### config.mk
export PLATFORM = sky130hd
export DESIGN_NAME = divider32_multicycle
export DESIGN_NICKNAME = d
export VERILOG_FILES = /design/src/rtl/divider32_multicycle.sv
export SDC_FILE = /design/constraint.sdc
export NUM_CORES = 1
export LEC_CHECK = 0
export ABC_CLOCK_PERIOD_IN_PS = 3300
export CAP_MARGIN = 20
export CORE_ASPECT_RATIO = 0.75
export CORE_MARGIN = 2
export CORE_UTILIZATION = 40
export DETAILED_ROUTE_END_ITERATION = 8
export GPL_ROUTABILITY_DRIVEN = 0
export PLACE_DENSITY = 0.73
export SYNTH_ARGS = -nofsm -noshare
export SYNTH_HDL_FRONTEND = slang
export SYNTH_SLANG_ARGS = --single-unit
### constraint.sdc
create_clock -name clk -period 3.3 [get_ports clk]
set_input_delay 0.66 -clock clk [delete_from_list [all_inputs] [get_ports clk]]
set_output_delay 0.66 -clock clk [all_outputs]
set_load 0.1 [all_outputs]
### src/rtl/divider32_multicycle.sv
// Sequential radix-2 restoring divider for MIPS DIV/DIVU: quotient to LO, remainder to HI.
// Produces one quotient bit per clock. Results appear WIDTH+1 edges after the start edge.
module divider32_multicycle #(
  parameter int WIDTH = 32
) (
  input  logic             clk,
  input  logic             rst_n,
  input  logic             start,
  input  logic             is_signed,
  input  logic [WIDTH-1:0] dividend,
  input  logic [WIDTH-1:0] divisor,
  output logic             busy,
  output logic             done,
  output logic             div_by_zero,
  output logic [WIDTH-1:0] quotient,
  output logic [WIDTH-1:0] remainder
);

  localparam int CW = (WIDTH > 2) ? $clog2(WIDTH) : 1;
  localparam logic [CW-1:0] LAST = CW'(WIDTH - 1);

  localparam logic [1:0] IDLE = 2'd0;
  localparam logic [1:0] RUN  = 2'd1;
  localparam logic [1:0] FIN  = 2'd2;

  logic [1:0]       state;
  logic [CW-1:0]    count;
  logic             dividend_neg;
  logic             divisor_neg;
  logic [WIDTH-1:0] dividend_shift;
  logic [WIDTH-1:0] partial_rem;
  logic [WIDTH-1:0] divisor_mag;
  logic [WIDTH-1:0] dividend_raw;

  logic [WIDTH:0]   shifted;
  logic [WIDTH+1:0] trial;
  logic             fits;
  logic [WIDTH-1:0] dividend_abs;
  logic [WIDTH-1:0] divisor_abs;

  always_comb begin
    shifted = {partial_rem, dividend_shift[WIDTH-1]};
    trial   = {1'b0, shifted} - {2'b00, divisor_mag};
    // A non-negative difference is always below divisor_mag, so both top bits are clear.
    fits    = (trial[WIDTH+1:WIDTH] == 2'b00);
    dividend_abs = (is_signed && dividend[WIDTH-1]) ? -dividend : dividend;
    divisor_abs  = (is_signed && divisor[WIDTH-1])  ? -divisor  : divisor;
  end

  assign busy = (state != IDLE);

  always_ff @(posedge clk or negedge rst_n) begin
    if (!rst_n) begin
      state          <= IDLE;
      count          <= '0;
      dividend_neg   <= 1'b0;
      divisor_neg    <= 1'b0;
      dividend_shift <= '0;
      partial_rem    <= '0;
      divisor_mag    <= '0;
      dividend_raw   <= '0;
      done           <= 1'b0;
      div_by_zero    <= 1'b0;
      quotient       <= '0;
      remainder      <= '0;
    end else begin
      done <= 1'b0;
      case (state)
        IDLE: begin
          if (start) begin
            dividend_neg   <= is_signed & dividend[WIDTH-1];
            divisor_neg    <= is_signed & divisor[WIDTH-1];
            dividend_shift <= dividend_abs;
            divisor_mag    <= divisor_abs;
            dividend_raw   <= dividend;
            partial_rem    <= '0;
            count          <= '0;
            div_by_zero    <= (divisor == '0);
            state          <= RUN;
          end
        end
        RUN: begin
          partial_rem    <= fits ? trial[WIDTH-1:0] : shifted[WIDTH-1:0];
          dividend_shift <= {dividend_shift[WIDTH-2:0], fits};
          count          <= count + 1'b1;
          if (count == LAST) state <= FIN;
        end
        FIN: begin
          // Divide-by-zero bypasses sign fixup and returns the untouched dividend.
          if (div_by_zero) begin
            quotient  <= '1;
            remainder <= dividend_raw;
          end else begin
            quotient  <= (dividend_neg ^ divisor_neg) ? -dividend_shift : dividend_shift;
            remainder <= dividend_neg ? -partial_rem : partial_rem;
          end
          done  <= 1'b1;
          state <= IDLE;
        end
        default: state <= IDLE;
      endcase
    end
  end

endmodule
==> impl_metrics.json <==
{
  "path_common_cell": "or3_4",
  "clockBufferDepth": 3,
  "cts_num_sinks": 203,
  "leakage_nw": 7.09,
  "critPathArrivalTime_ns": 3.57,
  "clock_skew_ns": 0.0220,
  "hold_buffers": 0,
  "cts_buffers": 22,
  "crit_chain": "or4_1 > or2_4 > or3_4 > or3_4 > o31ai_4 > xor2_1 > nor2_1 > a21oi_2 > buf_4 > o21ai_0",
  "netlist_area_mm2": 0.0127,
  "io_pins": 135,
  "syn-num-nets": 1651,
  "cp_num_buf_inv": 1,
  "syn_inst": 1544,
  "layout_commonest_cell": "nand2_1",
  "yosysWarnings": 0,
  "hold_class": "in -> async",
  "fin_crit_ns": 3.22,
  "clock_latency_ns": 0.52,
  "fin_nets": 1840,
  "crit_fanout": 4,
  "htree_num_levels": 1,
  "dp_slack_ns": -0.184,
  "track_usage": 0.223,
  "critPathSlowestCell": "or4_1",
  "final_layout_size_suffix_gt1_frac": 0.149,
  "cp_slowest_stage_delay_ns": 0.58,
  "max-cap-violations": 0,
  "cts_tree": "done",
  "grt_pass1_wl_um": 60300,
  "dieWidth_um": 210,
  "viasPerCell": 5.63,
  "ys_ff_latch": 203,
  "firstDrtPassIters": 7,
  "synth_edf_count": 0,
  "antenna_found_initial": 1,
  "path_delay_family": "simple AND/OR/NAND/NOR gates",
  "via_count": 12100,
  "async_reset_ff_frac": 1.00,
  "portBuffers": 134,
  "coreArea_mm2": 0.0313,
  "clk_pin_slew_worst_paths_ns": 0.07,
  "wl_per_cell_um": 17.5,
  "synth.distinct_cells": 62,
  "hold_viol": 0,
  "rows": 56,
  "yosysSeqAreaShare": 0.400,
  "slew_violations": 0,
  "postRouteAntennaNets": 0,
  "end_kind": "register",
  "max_clock_freq_mhz": 310,
  "critPathKind": "reg -> reg",
  "worst_slack_ns": 0.0784,
  "syn2layout_area_growth_pct": 25.1,
  "initial_utilization": 0.407,
  "min_period_over_period": 0.976,
  "finalSetupViolCount": 0,
  "ir_drop_mv": 0.409,
  "wirelength_um": 37700,
  "power.total_mw": 17.6,
  "die-height_um": 158,
  "worst_ep_required_time_ns": 3.65,
  "worst_pin_slew_ns": 0.826,
  "hpwlAfterDp_um": 27900,
  "most-common-layout-cells": "266 x nand2_1, 202 x dfrtp_1, 179 x buf_4",
  "start_kind": "register",
  "grt-ovfl-total": 0,
  "grt_start_max_net_pins": 81,
  "power_per_cell_area_mw_per_mm2": 1110,
  "insertedDiodeCount": 0,
  "dieArea_mm2": 0.0332,
  "cts_root_buf": "clkbuf_16",
  "synth_ff_type": "dfrtp_1",
  "drt_iter0_drc": 1190,
  "slew_headroom": 0.445,
  "syn_avg_cell_area_um2": 8.23,
  "drcViolationCount": 0,
  "status": "finished, final reports clean",
  "grt_pass1_vias": 11500
}
-- metal layers --
| layer | global-route usage | vias up | wire length, um |
|---|---|---|---|
| li1 | - | 5795 | - |
| met5 | 0 | - | 0 |
| met3 | 0.0335 | 47 | 2570 |
| met4 | 0.0557 | 0 | 839 |
| met2 | 0.345 | 403 | 16200 |
| met1 | 0.329 | 5881 | 18000 |
-- logic make-up after synthesis --
logic type                 Yosys count  synth area share
and+or+nand+nor                    555             0.191
AOI/OAI and AO/OA                  456             0.223
DFF                                203             0.400
xor gates and xnor gates           146             0.101
buffers and inverters              143            0.0443
adders and majority gates           39            0.0390
muxes                                2           0.00158
-- worst paths after layout --
path | slack [ns] | from | cells after the start | endpoint
max in group asynchronous | 2.28 | rst_n | 2 | remainder[6]
worst min register to register | 0.47 | quotient[0] | 2 | quotient[0]
worst max-delay path | 0.08 | partial_rem[13] | 10 | remainder[31]
worst max register to register | 0.08 | partial_rem[13] | 10 | remainder[31]
worst min-delay path | 0.18 | rst_n | 1 | quotient[24]
min in group clk | 0.47 | quotient[0] | 2 | quotient[0]
-- state kept, by name (all words and copies together), names as in the netlist --
name	count
remainder	32
dividend_neg	1
state	2
partial_rem	32
dividend_raw	32
quotient	32
divisor_neg	1
div_by_zero	1
count	5
done	1
dividend_shift	32
divisor_mag	32
-- cells in the mapped netlist, types with 4 or more instances --
cell	n	share of area
o31ai_1	27	0.016
a21oi_1	119	0.047
dfrtp_1	203	0.40
nor2b_1	4	0.0020
clkbuf_1	79	0.023
or4_1	12	0.0071
nand2_1	267	0.079
nor2_1	132	0.039
o41ai_1	13	0.0090
o211ai_1	47	0.028
a31oi_1	8	0.0039
o21a_1	7	0.0041
ha_1	38	0.037
nand4_1	5	0.0025
or3_1	11	0.0054
xor2_1	80	0.055
a22oi_1	30	0.018
a21o_1	13	0.0077
nor3_1	23	0.0091
and3_1	4	0.0020
nand3b_1	4	0.0024
buf_1	6	0.0018
nor4_1	13	0.0064
nand3_1	46	0.018
xnor2_1	66	0.045
o21ai_0	150	0.059
nand2b_1	11	0.0054
inv_1	51	0.015
and2_1	12	0.0059
o211ai_2	10	0.0098
-- metrics by stage --
stage / TNS, ns / instance area [um2] / std cells / hold slack (ns) / util
final: 0 / 15900 / 2152 / 0.181 / 0.509
after global routing: -0.159 / 15900 / 2152 / 0.222 / 0.509
after CTS: 0 / 15700 / 2148 / 0.194 / 0.504
after detailed placement: -0.422 / 15000 / 2111 / 0.461 / 0.481
after global placement: -0.0667 / 15000 / 2110 / 0.461 / 0.480
after floorplan: 0 / 12700 / 1544 / 0.364 / -
-- where the power goes --
group / switching (mW) / leakage [nW] / total (mW) / internal [mW]
Clock: 1.04 / 0.360 / 2.53 / 1.49
Sequential: 0.913 / 2.45 / 4.36 / 3.44
Combinational: 6.35 / 4.29 / 10.7 / 4.39
-- timing repair --
item / CTS / global route
resized for setup: 0 / 22
setup buffers: 0 / 2
endpoints found under the setup margin: 0 / 35
-- layout make-up --
class / count / area, um2
repair buffers: 257 / 2210
multi-input cells: 1198 / 7190
flip-flops and latches: 203 / 5080
clock inverters: 9 / 101
inverters: 51 / 191
well taps: 406 / 508
clock buffers: 28 / 624
fillers: 2950 / 15300
Note: power is estimated with default switching activity, not from simulation.
